### config.mk
export PLATFORM = sky130hd
export DESIGN_NAME = fsm_state_tracker
export DESIGN_NICKNAME = d
export VERILOG_FILES = /design/src/rtl/fsm_state_tracker.sv
export SDC_FILE = /design/constraint.sdc
export NUM_CORES = 1
export LEC_CHECK = 0
export ABC_CLOCK_PERIOD_IN_PS = 3300
export CORE_UTILIZATION = 45
export CTS_CLUSTER_SIZE = 8
export DETAILED_ROUTE_END_ITERATION = 10
export MAX_ROUTING_LAYER = met4
export PLACE_DENSITY_LB_ADDON = 0.12
export RECOVER_POWER = 50
export SLEW_MARGIN = 20
export SYNTH_ARGS = -nofsm -noshare
export SYNTH_HDL_FRONTEND = slang
export SYNTH_SLANG_ARGS = --single-unit
export TNS_END_PERCENT = 5
### constraint.sdc
create_clock -name clock -period 3.3 [get_ports clock]
set_clock_uncertainty 0.1 [all_clocks]
set_input_delay 0.33 -clock clock [delete_from_list [all_inputs] [get_ports clock]]
set_output_delay 0.33 -clock clock [all_outputs]
set_load 0.01 [all_outputs]
### src/rtl/fsm_state_tracker.sv
// Passive tracker of the 3-bit FSM state bus: one-hot decode, dwell counting and
// transition records via a 2-entry valid/ready queue, sticky illegal/overflow flags.
// Ports: clock, reset (async low), ini (sync low re-init), ea, evt_ready, err_clr ->
//        evt_valid/evt_prev/evt_next/evt_dwell, state_onehot, illegal_err, ovf.
module fsm_state_tracker #(
  parameter int          CNT_W      = 8,
  parameter logic [7:0]  LEGAL_MASK = 8'hFF,
  parameter logic [2:0]  INIT_STATE = 3'b100
) (
  input  logic             clock,
  input  logic             reset,
  input  logic             ini,
  input  logic [2:0]       ea,
  input  logic             evt_ready,
  input  logic             err_clr,
  output logic             evt_valid,
  output logic [2:0]       evt_prev,
  output logic [2:0]       evt_next,
  output logic [CNT_W-1:0] evt_dwell,
  output logic [7:0]       state_onehot,
  output logic             illegal_err,
  output logic             ovf
);

  localparam logic [CNT_W-1:0] CNT_MAX = '1;
  localparam logic [CNT_W-1:0] CNT_ONE = CNT_W'(1);

  typedef struct packed {
    logic [2:0]       prev;
    logic [2:0]       next;
    logic [CNT_W-1:0] dwell;
  } rec_t;

  logic [2:0]       ea_q;
  logic [CNT_W-1:0] cnt;
  rec_t             slot0;
  rec_t             slot1;
  logic [1:0]       fill;

  rec_t       rec_new;
  rec_t       slot0_d;
  rec_t       slot1_d;
  logic [1:0] fill_d;
  logic       trans;
  logic       push;
  logic       pop;
  logic       drop;
  logic       illegal;

  assign trans   = (ea != ea_q);
  assign push    = trans;
  assign pop     = (fill != 2'd0) && evt_ready;
  assign illegal = !LEGAL_MASK[ea];
  assign rec_new = '{prev: ea_q, next: ea, dwell: cnt};

  // slot0 is the head; with no pop it only loads when the queue is empty,
  // so after draining the outputs keep showing the last record
  always_comb begin
    slot0_d = slot0;
    slot1_d = slot1;
    fill_d  = fill;
    drop    = 1'b0;
    case ({push, pop})
      2'b10: begin
        if (fill == 2'd0) begin
          slot0_d = rec_new;
          fill_d  = 2'd1;
        end else if (fill == 2'd1) begin
          slot1_d = rec_new;
          fill_d  = 2'd2;
        end else begin
          drop = 1'b1;
        end
      end
      2'b01: begin
        if (fill == 2'd2) slot0_d = slot1;
        fill_d = fill - 2'd1;
      end
      2'b11: begin
        if (fill == 2'd2) begin
          slot0_d = slot1;
          slot1_d = rec_new;
        end else begin
          slot0_d = rec_new;
        end
      end
      default: ;
    endcase
  end

  always_ff @(posedge clock or negedge reset) begin
    if (!reset) begin
      ea_q         <= INIT_STATE;
      cnt          <= '0;
      slot0        <= '0;
      slot1        <= '0;
      fill         <= 2'd0;
      state_onehot <= 8'b1 << INIT_STATE;
      illegal_err  <= 1'b0;
      ovf          <= 1'b0;
    end else if (!ini) begin
      ea_q         <= INIT_STATE;
      cnt          <= '0;
      fill         <= 2'd0;
      state_onehot <= 8'b1 << INIT_STATE;
    end else begin
      ea_q         <= ea;
      state_onehot <= 8'b1 << ea;
      if (trans)
        cnt <= CNT_ONE;
      else if (cnt != CNT_MAX)
        cnt <= cnt + CNT_ONE;
      slot0        <= slot0_d;
      slot1        <= slot1_d;
      fill         <= fill_d;
      // a set in the same cycle as a clear wins
      illegal_err  <= illegal | (illegal_err & ~err_clr);
      ovf          <= drop | (ovf & ~err_clr);
    end
  end

  assign evt_valid = (fill != 2'd0);
  assign evt_prev  = slot0.prev;
  assign evt_next  = slot0.next;
  assign evt_dwell = slot0.dwell;

endmodule

== After elaboration in Yosys (flattened, before gate mapping) ==
Memory sizes are Yosys's and may differ from the RTL's.
Index checks and enable logic that the tools add are counted.
Storage, ports and cells
  register bits after elaboration: 51
  bits in read-only memories: 8
  input bits: 8
  output and inout bits: 25
  word-level logic and storage cells: 67
  memories: 1
Operators by class
  $add $sub $neg: 2
  order comparisons: 1
  equal/unequal tests: 15
  shift-type cells: 1
  muxes and demuxes: 21
  bitwise gates (word level): 5
  reductions and logical operators: 9
Memory list
  (name not given): words 8, bits a word 1, rd ports 1, clocked after memory_dff 0, write ports 0, line 53  | assign illegal = !LEGAL_MASK[ea];
Operators with widths (number)
  14-bit two-way mux: 6
  14-bit one-hot mux with 3 select lines: 1
  8-bit two-way mux: 4
  14-bit one-hot mux with 2 select lines: 1
  2-bit inequality test, second input constant: 5
  8-bit by 1-bit adder with 8-bit output, second input constant: 1
  8-bit inequality test, second input constant: 1
  1-bit by 3-bit << shifter with 8-bit output, first input constant: 1
  2-bit == test, second input constant: 3
  2-bit two-way mux: 3
  3-bit by 1-bit inequality test with 1-bit output, second input constant: 2
  5-bit AND reduction: 1
  2-bit by 1-bit == test with 1-bit output, second input constant: 2
  3-bit by 4-bit less-than comparator with 1-bit output, second input constant: 1
  1-bit two-way mux: 4
  4-bit inequality test, second input constant: 1
  2-bit one-hot mux with 2 select lines: 1
  4-bit AND reduction: 1
  2-bit nonzero test: 2
  3-bit two-way mux: 1
  3-bit inequality test: 1
  3-bit nonzero test: 1
  1-bit bitwise AND: 2
  2-bit logical NOT: 1
  other kinds (6): 7

== Longest topological paths before layout ==
  word-level depth: 5
  mapped depth: 8
  mapped depth without buffers: 6

== Worst setup path before layout ==
OpenSTA, ideal clock, no wires.
  path kind: register -> register
  start point: register ea_q[2]
  end point: register slot1[3] (netlist name)
  library setup time: 0.128 ns
  arrival: 1.708 ns
  required time: 3.072 ns
  setup slack: 1.365 ns
  stages on the path, launching flop included: 6
  buffers on the path: 1
  clock period less this slack: 1.935 ns
  cells stage by stage: dfstp_2 xor2_2 nor3_4 nor3_4 buf_6 mux2_1
Between the ends
  word-level cells in the longest chain between the ends: 4
  elaborated cells between the ends (all ways): 9
  those cells by class: eq/ne: 6; mux: 1; reduce/logical: 2
RTL lines
  start, declared: line 34  | logic [2:0] ea_q;
  start signal, assigned: line 93  | ea_q <= INIT_STATE;
  start signal, assigned: line 102  | ea_q <= INIT_STATE;
  start signal, assigned: line 107  | ea_q <= ea;
  3-bit inequality test (*): line 50  | assign trans = (ea != ea_q);
  2-bit == test: line 63  | case ({push, pop})
  2-bit inequality test (no line) / 2-bit nonzero test (equally long branches)
  5-bit AND reduction (no line)
  end signal, assigned: line 114  | slot1 <= slot1_d;
  end, declared: line 37  | rec_t slot1;
Mark *: on every way between the ends. The rest lies on a longest branch, timed or not.
A chain may end at the register's enable or synchronous reset.

== Final worst setup path ==
  start point: input ea[1]
  end point: register slot1[6] (netlist name)
Between the ends
  word-level cells in the longest chain between the ends: 4
  elaborated cells between the ends (all ways): 9
  those cells by class: eq/ne: 6; mux: 1; reduce/logical: 2
RTL lines
  start, declared: line 13  | input logic [2:0] ea,
  3-bit inequality test (*): line 50
  2-bit == test: line 63
  2-bit inequality test (no line) / 2-bit nonzero test (equally long branches)
  5-bit AND reduction (no line)
Marked as above.

==> flow_summary.yaml <==
critical_path:
  critPathLaunchType: "input pin"
  rr_startpoint: "fill[0]"
  worst-setup-path-type: "input pin to flip-flop"
  worst_path_max_delay_cell: "sky130_fd_sc_hd__dlygate4sd3_1"
  worstPathArrival_ps: 2450
  most_frequent_cp_cell: "sky130_fd_sc_hd__nor3_4"
  worst_endpoint_required_time_ps: 3380
  path_cells: "dlygate4sd3_1 > xor2_2 > nor3_4 > nor3_4 > buf_4 > mux2_1"
  r2r_setup_slack_ps: 1120
  slowest_cell_delay_on_critical_path_ps: 760
  setup.worst_path.end_class: "flip-flop"
  crit_path_start: "ea[1]"
  worst-path-max-fanout: 14
synthesis:
  synth_enable_flop_cells: 0
  synth_most_common_cell: "sky130_fd_sc_hd__dfrtp_1"
  synth_top_area_share: 0.5049
  netlist.top_cell.by_area: "sky130_fd_sc_hd__dfrtp_1"
  synth-seq-cells: 51
  fraction_of_the_mapped_netlist_area_in_compound_gates: 0.1891
  postSynth.topFlopCell: "sky130_fd_sc_hd__dfrtp_1"
  synth_adder_area_share: 0.02061
  syn-cell-area_um2: 2429
  synth.area.top_cells: "sky130_fd_sc_hd__dfrtp_1 50%, sky130_fd_sc_hd__mux2_1 6.5%, sky130_fd_sc_hd__a2bb2oi_1 4.3%, sky130_fd_sc_hd__a31oi_1 3.6%, sky130_fd_sc_hd__nor2_1 2.8%"
  multiplexer_share_of_the_synthesized_area: 0.07316
  synth_warnings: 0
  postSynth.asyncResetShare: 1.000
  syn-mean-instance-area_um2: 11.30
  synth.yosys.seq_area_share: 0.5265
  mappedNetlistNets: 227
  postSynthCellCount: 215
  synth-simple-area-share: 0.1262
  synthTopCellsByCount: "49 x sky130_fd_sc_hd__dfrtp_1, 18 x sky130_fd_sc_hd__nor2_1, 14 x sky130_fd_sc_hd__a31oi_1, 14 x sky130_fd_sc_hd__mux2_1, 12 x sky130_fd_sc_hd__a2bb2oi_1"
  post_synth_num_cell_types: 45
  synth-xor-area-share: 0.03452
  dominant_combinational_cell_family_by_area_after_synthesis: "compound AO/OA/AOI/OAI gates"
drt:
  routed-wl-met3_um: 291
  wl_met1_mm: 2.587
  routed_wire_length_per_instance_um: 16.60
  via_count: 1770
  drtAntennaViolNets: 0
  detail_route.vias_per_cell: 5.566
  topRoutingLayerUsed: "met4"
  drt_initial_violations: 64
  totalWireLength_mm: 5.280
  drc: 0
  wl_met2_mm: 2.340
  dr.pass1.iters: 4
timing:
  unrepaired_setup_endpoints_after_global_routing: "false"
  endpoints_failing_setup: 0
  hold_viol: 0
  achievable_freq_mhz: 422.3
  timing.hold.ws_ps: 359.4
  slew_viol_final: 33
  post-route-period-util: 0.7176
  setup_tns_final_ps: 0
  finalWorstPathRequiredPeriod_ps: 2368
  relSlewSlack: -0.1499
  worst_pin_slew_ps: 1725
grt:
  grt_pass1_vias: 1735
  globalRoute.totalOverflow: 0
  grt_first_pass_wirelength_mm: 9.004
  initial_antenna_violation_count: 0
  grt_util_all_layers: 0.2250
  grt_max_degree: 33
final_layout:
  nets: 259
  drive_gt1_frac: 0.08065
  flow.area_growth_from_synthesis_pct: 18.91
  diodes: 0
cts:
  htree_levels: 2
  cts_root_buf: "sky130_fd_sc_hd__clkbuf_8"
  post_cts_buffers: 0
  cts.clk_slew.worst_paths_ps: 90
  tritoncts: "yes"
  clkSinkCount: 51
  cts_hold_buf: 0
  max-clock-path-buffers: 2
  cts_bufs_inserted: 5
  clk-insertion-delay-late_ps: 300
  cts_resized: 0
power_and_ir_drop:
  fin_total_pwr_mw: 1.473
  pd_cells_nw_per_um2: 510.1
  ir_worst_vdd_uv: 306.5
  leakage_nw: 1.211
die:
  die_x_um: 75.47
  ios: 33
  area_of_the_die_um2: 5695
  rows: 26
  floorplan.initialDensity: 0.4725
  placeableCoreArea_um2: 5140
  vertical_die_dimension_um: 75.47
placement:
  routability_congestion_estimate_from_global_placement: 0.8188
  dp_hpwl_mm: 3.583
  buffer_ports.inserted: 32
status:
  status: "finished with violations"
  violations: "capacitance limit, slew limit"
job:
  cap_viol_max_count: 1
min_path:
  hold_class: "input pin to asynchronous set/reset pin"
where the power goes:
part	internal (mW)	switching, mW	total, mW
registers	0.713	0.0548	0.768
clock network	0.149	0.198	0.347
logic	0.182	0.175	0.358
layout make-up:
cell class              instances  area (µm²)
clock buffers                   7       76.32
clock inverters                 1       5.005
fillers                       489        2252
flip-flops and latches         51        1279
repair buffers                 38       351.6
multi-input cells             148        1077
inverters                       3       11.26
well taps                      70       87.58
placed cells by master (no fill, tap or decap), types with 2 or more instances in the layout:
| master | netlist | routed |
|---|---|---|
| sky130_fd_sc_hd__dfrtp_1 | 49 | 49 |
| sky130_fd_sc_hd__clkdlybuf4s50_1 | 0 | 28 |
| sky130_fd_sc_hd__nor2_1 | 18 | 18 |
| sky130_fd_sc_hd__mux2_1 | 14 | 14 |
| sky130_fd_sc_hd__a31oi_1 | 14 | 14 |
| sky130_fd_sc_hd__a2bb2oi_1 | 12 | 12 |
| sky130_fd_sc_hd__nand2_1 | 11 | 11 |
| sky130_fd_sc_hd__o21ai_0 | 10 | 10 |
| sky130_fd_sc_hd__nor3_1 | 7 | 7 |
| sky130_fd_sc_hd__clkbuf_8 | 0 | 5 |
| sky130_fd_sc_hd__clkbuf_1 | 6 | 5 |
| sky130_fd_sc_hd__nand2b_1 | 4 | 4 |
| sky130_fd_sc_hd__and2_1 | 4 | 4 |
| sky130_fd_sc_hd__nand3_1 | 4 | 4 |
| sky130_fd_sc_hd__o21a_1 | 4 | 4 |
| sky130_fd_sc_hd__ha_1 | 4 | 4 |
| sky130_fd_sc_hd__buf_4 | 0 | 4 |
| sky130_fd_sc_hd__inv_1 | 3 | 3 |
| sky130_fd_sc_hd__xor2_2 | 3 | 3 |
| sky130_fd_sc_hd__nor2b_1 | 3 | 3 |
| sky130_fd_sc_hd__a21oi_1 | 3 | 3 |
| sky130_fd_sc_hd__nor4_1 | 3 | 3 |
| sky130_fd_sc_hd__xnor2_1 | 3 | 3 |
| sky130_fd_sc_hd__dlygate4sd3_1 | 0 | 3 |
| sky130_fd_sc_hd__nor3_4 | 2 | 2 |
| sky130_fd_sc_hd__a32oi_1 | 2 | 2 |
| sky130_fd_sc_hd__o31ai_1 | 2 | 2 |
| sky130_fd_sc_hd__mux2i_1 | 2 | 2 |
| sky130_fd_sc_hd__a41oi_1 | 2 | 2 |
| sky130_fd_sc_hd__o21ai_1 | 2 | 2 |
| sky130_fd_sc_hd__dfstp_2 | 2 | 2 |
per-layer routing:
| layer | vias to the layer above | track usage |
|---|---|---|
| met3 | 5 | 0.03704 |
| li1 | 848 | - |
| met1 | 867 | 0.3296 |
| met4 | 0 | 0.07613 |
| met2 | 50 | 0.3185 |
| met5 | - | - |
registers in the layout (all words and copies together), names as in the netlist:
signal,count
ovf,1
fill,2
cnt,8
slot1,14
evt_dwell,8
ea_q,3
evt_prev,3
state_onehot,8
evt_next,3
illegal_err,1
worst max-delay path: cells and delay by family:
| kind | cells | cell delay [ps] |
|---|---|---|
| buf+inv | 2 | 1030 |
| xor+xnor | 1 | 400 |
| mux | 1 | 350 |
| simple gates | 2 | 330 |
stage by stage:
step,area [µm²],worst slack [ps],std cells,util
after floorplan,2429,1365,215,-
after global placement,2815,710.0,310,0.5477
after detailed placement,2815,680.6,310,0.5477
after CTS,2897,995.8,318,0.5635
after global routing,2888,470.2,318,0.5618
final,2888,932.0,318,0.5618
logic make-up (layout without fill, tap and decap cells):
kind of cell / count (synthesis) / in the layout
AO/OA/AOI/OAI: 62 / 62
adder cells (fa/ha/maj): 4 / 4
AND/OR/NAND/NOR: 59 / 59
buffers and inverters: 16 / 49
flip-flops: 51 / 51
XOR/XNOR: 7 / 7
multiplexers: 16 / 16
path summary, 6_finish.rpt:
check                          endpoint  depth (start not counted)
setup / recovery               slot1[6]                          6
hold / removal              evt_next[2]                          1
setup reg to reg           evt_dwell[6]                          7
hold reg to reg             evt_next[2]                          2
max in group asynchronous      slot1[6]                          2
min in group clock          evt_next[2]                          2
No activity file was read; power rests on OpenSTA's default activity.
